[src/rtl/memoryunit_scheduler.sv]
// Round-robin two-requester scheduler that serially writes a captured 16-bit
// word into the memoryunit cells, one bit per reclk edge, LSB first.
module memoryunit_scheduler #(
    parameter int WIDTH = 16,
    parameter int SLW   = 4
) (
    input  logic             reclk,
    input  logic             rst,
    input  logic [1:0]       req,
    input  logic [WIDTH-1:0] wdata0,
    input  logic [WIDTH-1:0] wdata1,
    output logic [1:0]       gnt,
    output logic             busy,
    output logic [SLW-1:0]   sl,
    output logic             data,
    output logic             we,
    output logic             done
);

    typedef enum logic [1:0] {
        IDLE,
        SHIFT,
        DONE
    } state_t;

    state_t           state;
    logic             lp;
    logic [WIDTH-1:0] buffer;
    logic             pick1;
    logic [WIDTH-1:0] win_word;
    logic [SLW-1:0]   next_sl;

    // On a tie the requester that did not win last time is served.
    always_comb begin
        pick1    = req[1] & (~req[0] | ~lp);
        win_word = pick1 ? wdata1 : wdata0;
        next_sl  = sl + SLW'(1);
    end

    always_ff @(posedge reclk or negedge rst) begin
        if (!rst) begin
            state  <= IDLE;
            lp     <= 1'b1;
            buffer <= '0;
            gnt    <= 2'b00;
            busy   <= 1'b0;
            sl     <= '0;
            data   <= 1'b0;
            we     <= 1'b0;
            done   <= 1'b0;
        end else begin
            case (state)
                IDLE: begin
                    done <= 1'b0;
                    if (|req) begin
                        // Bit 0 comes straight from the winner's word, the buffer loads in parallel.
                        buffer <= win_word;
                        gnt    <= pick1 ? 2'b10 : 2'b01;
                        lp     <= pick1;
                        sl     <= '0;
                        data   <= win_word[0];
                        we     <= 1'b1;
                        busy   <= 1'b1;
                        state  <= SHIFT;
                    end
                end
                SHIFT: begin
                    if (sl == SLW'(WIDTH - 1)) begin
                        state <= DONE;
                        we    <= 1'b0;
                        sl    <= '0;
                        data  <= 1'b0;
                        done  <= 1'b1;
                    end else begin
                        sl   <= next_sl;
                        data <= buffer[next_sl];
                    end
                end
                DONE: begin
                    state <= IDLE;
                    done  <= 1'b0;
                    gnt   <= 2'b00;
                    busy  <= 1'b0;
                end
                default: begin
                    state <= IDLE;
                    gnt   <= 2'b00;
                    busy  <= 1'b0;
                    we    <= 1'b0;
                    done  <= 1'b0;
                end
            endcase
        end
    end

endmodule

[config.mk]
export PLATFORM = sky130hd
export DESIGN_NAME = memoryunit_scheduler
export DESIGN_NICKNAME = d
export VERILOG_FILES = /design/src/rtl/memoryunit_scheduler.sv
export SDC_FILE = /design/constraint.sdc
export NUM_CORES = 1
export LEC_CHECK = 0
export CAP_MARGIN = 20
export CORE_ASPECT_RATIO = 0.8
export CORE_MARGIN = 1
export CORE_UTILIZATION = 45
export CTS_CLUSTER_SIZE = 12
export DETAILED_ROUTE_END_ITERATION = 7
export HOLD_SLACK_MARGIN = 0.06
export PLACE_DENSITY = 0.78
export SLEW_MARGIN = 20
export SYNTH_ARGS = -nofsm -noshare
export SYNTH_HDL_FRONTEND = slang
export SYNTH_SLANG_ARGS = --single-unit
[constraint.sdc]
create_clock -name reclk -period 2.2 [get_ports reclk]
set_clock_uncertainty 0.05 [all_clocks]
set_input_delay 0.44 -clock reclk [delete_from_list [all_inputs] [get_ports reclk]]
set_output_delay 0.44 -clock reclk [all_outputs]
set_load 0.05 [all_outputs]
==> flow_summary_export.csv, run 1 <==
group,metric,value,unit
final_layout,layout_commonest_cell,"clkdlybuf4s50_1",
timing,tns,0,ns
floorplanning,core_area,2890,um2
global_route,gr-total-overflow,0,
worst_setup_path,worstPathCellList,"clkdlybuf4s50_1",
floorplanning,num_io_pins,46,
worst_setup_path,worst-path-buf-inv,1,
place,dp_slack,0.142,ns
final_layout,seq_area,727,um2
detailed_routing,routed_wirelength,3040,um
worst_setup_path,worst_setup_path_end_kind,"output pin",
run_status,status,"complete, no violations",
detailed_routing,drc,0,
timing,fin_crit_sh,93.4,%
logic_synthesis,synth_area_leader_cell,"dfrtp_1",
hold_path,holdCritPathClass,"reg2reg",
worst_setup_path,cp.required,1.71,ns
worst_setup_path,cpMaxStageDelayCell,"clkdlybuf4s50_1",
floorplanning,fp-row-count,17,
power_and_ir_drop,power_density,1450,nW/um2
logic_synthesis,ys_seq_elements,29,
cts,cts.sinks,29,
timing,max_freq,486,MHz
global_route,grt_pass1_wl,5250,um
cts,cts-htree-levels,2,
timing,fin_crit,2.06,ns
power_and_ir_drop,power_leakage,0.000932,uW
cts,post_cts_buffers,0,
logic_synthesis,yosys-top-cells-area,"dfrtp_1 (49%), a221o_1 (10%), and3_1 (7.0%)",
place,hpwl,2310,um
final_layout,layout_common_cells,"clkdlybuf4s50_1 (44), dfrtp_1 (28), and3_1 (16), a221o_1 (15), nor2_1 (10)",
detailed_routing,viasPerCell,5.59,
final_layout,final_core_util,69.1,%
worst_setup_path,cp_top_family,"buffers and inverters",
final_layout,antenna_cells,0,
timing,slew_violations,0,
global_route,grt_pass1_vias,1137,
cts,clkSlewWorstSetupHoldPaths,0.06,ns
global_route,antenna_found_initial,0,
floorplanning,initial_core_util,49.7,%
detailed_routing,wl_per_cell,14.4,um
place,port_buffers,45,
final_layout,multi_input_area,641,um2
detailed_routing,num_vias,1179,
logic_synthesis,syn-num-nets,161,
timing,finalSetupViolations,0,
final_layout,area_delta_synth_final,39.0,%
floorplanning,die_w,65.2,um
worst_setup_path,startpoint_type,"flip-flop",
timing,final-hold-violation-count,0,
cts,cts_root_buffer,"clkbuf_8",
cts,cts_resized,0,
worst_setup_path,cp_data_arrival_time,1.57,ns
logic_synthesis,ys_seq_area_share,50.6,%
run,maxCapViolCount,0,
power_and_ir_drop,irDropWorstVdd,0.593,mV
timing,worstMarginPinSlew,0.503,ns
timing,relSlewSlack,66.4,%
worst_setup_path,max_stage_delay,0.84,ns
logic_synthesis,synthDominantCellAreaShare,48.7,%
logic_synthesis,syn-cell-area,1440,um2
place,place_area,1910,um2
global_route,grt_usage,21.4,%
logic_synthesis,ys_warn_count,0,
global_route,grt_max_degree,30,
place,gp_congestion,0.826,
logic_synthesis,synthCells,124,
final_layout,stdcell_area,2000,um2
final_layout,nFillCells,219,
final_layout,layout-drive-gt1-share,12.1,%
timing,rsz0062_at_grt,"false",
cts,clkLatencyLatePin,0.27,ns
cts,cts_tree,"built",
cts,hold_buffers,0,
floorplanning,die_area,3430,um2
detailed_routing,drt.antenna.violating_nets,0,
worst_setup_path,worstSetupPathType,"reg2out",
cts,cts_buffer_depth,2,
logic_synthesis,synth_cell_types,27,
detailed_routing,drt-pass1-iter-count,4,
final_layout,final_nets,210,
logic_synthesis,avgSynthCellArea,11.6,um2
worst_setup_path,cp_max_fo,7,
timing,setup_ws,0.144,ns
cts,cts_buffers,5,
floorplanning,dieHeight,52.6,um
detailed_routing,drt_iter0_drc,65,
-- worst reg2reg max path: stages, from the launching register on --
cell and delay (ns):
dfrtp_1 0.42, ha_1 0.43, mux4_2 0.35, mux2i_1 0.14, mux2i_1 0.09, a22o_1 0.18
-- kinds of logic (layout without fill, tap and decap cells) --
family	count (synthesis)	count (layout)	synth area share (%)
AND/OR/NAND/NOR	42	42	15.7
AO/OA/AOI/OAI	31	31	17.8
flip-flops	29	29	50.6
buffers and inverters	11	60	4.87
multiplexers	8	8	9.05
XOR/XNOR	2	2	1.22
adder cells (fa/ha/maj)	1	1	0.870
-- final cells by class --
class                           count  area share [%]
Tap cell                           38            2.38
Clock buffer                        7            4.32
Sequential cell                    29            36.4
Inverter                            3           0.564
Timing Repair Buffer               50            24.3
Multi-Input combinational cell     84            32.1
-- through the flow --
stage | instances | power [uW] | hold slack (ns)
final | 211 | 2900 | 0.426
after global routing | 211 | 3090 | 0.481
after CTS | 211 | 2920 | 0.435
after detailed placement | 204 | 2490 | 0.421
after global placement | 204 | 2460 | 0.417
after floorplan | 124 | 2080 | 0.0944
-- flip-flops by register name (all words and copies together) (netlist names) --
register / count
state: 2
buffer: 16
lp: 1
we: 1
sl: 4
busy: 1
gnt: 2
data: 1
done: 1
-- final timing paths --
check	startpoint	to	slack (ns)	depth (start not counted)
worst max-delay path	sl[2]	sl[2]	0.14	1
worst min-delay path	we	we	0.43	2
worst max register to register	sl[0]	data	0.43	5
worst min register to register	we	we	0.43	2
max in group asynchronous	rst	lp	1.30	2
min in group asynchronous	rst	buffer[3]	0.49	2
-- Yosys cell counts --
cell,count
dfrtp_1,28
and3_1,16
a221o_1,15
nor2_1,10
nand2_1,9
o21ai_0,6
mux2i_1,4
mux4_2,4
buf_6,3
inv_1,3
a21o_1,2
a21oi_1,2
a22o_1,2
buf_2,2
clkbuf_1,2
nand3_1,2
nor3_2,2
o21a_1,2
xor2_1,2
a21bo_2,1
buf_4,1
dfstp_2,1
ha_1,1
nand2b_1,1
nor2b_1,1
o21bai_1,1
or3_4,1
-- power breakdown --
group	internal, uW	leakage, uW	switching [uW]
Clock	247	0.0000443	178
Combinational	722	0.000540	758
Sequential	799	0.000348	193
Total	1770	0.000932	1130
-- routing by layer --
metal  global-route usage [%]  vias up  part of all wire [%]
met5                        0        -                     0
met4                     7.61        0                   1.4
met3                     5.87        7                   6.3
met2                     33.0       46                    45
met1                     29.1      560                    47
li1                         -      566                     -
(Power assumes the default switching activity.)
==> run 2: changes to the inputs <==
Settings changed: TNS_END_PERCENT set to 100.
==> results of run 2 <==
The final DEF is identical to that of run 1; final timing and power are the same.
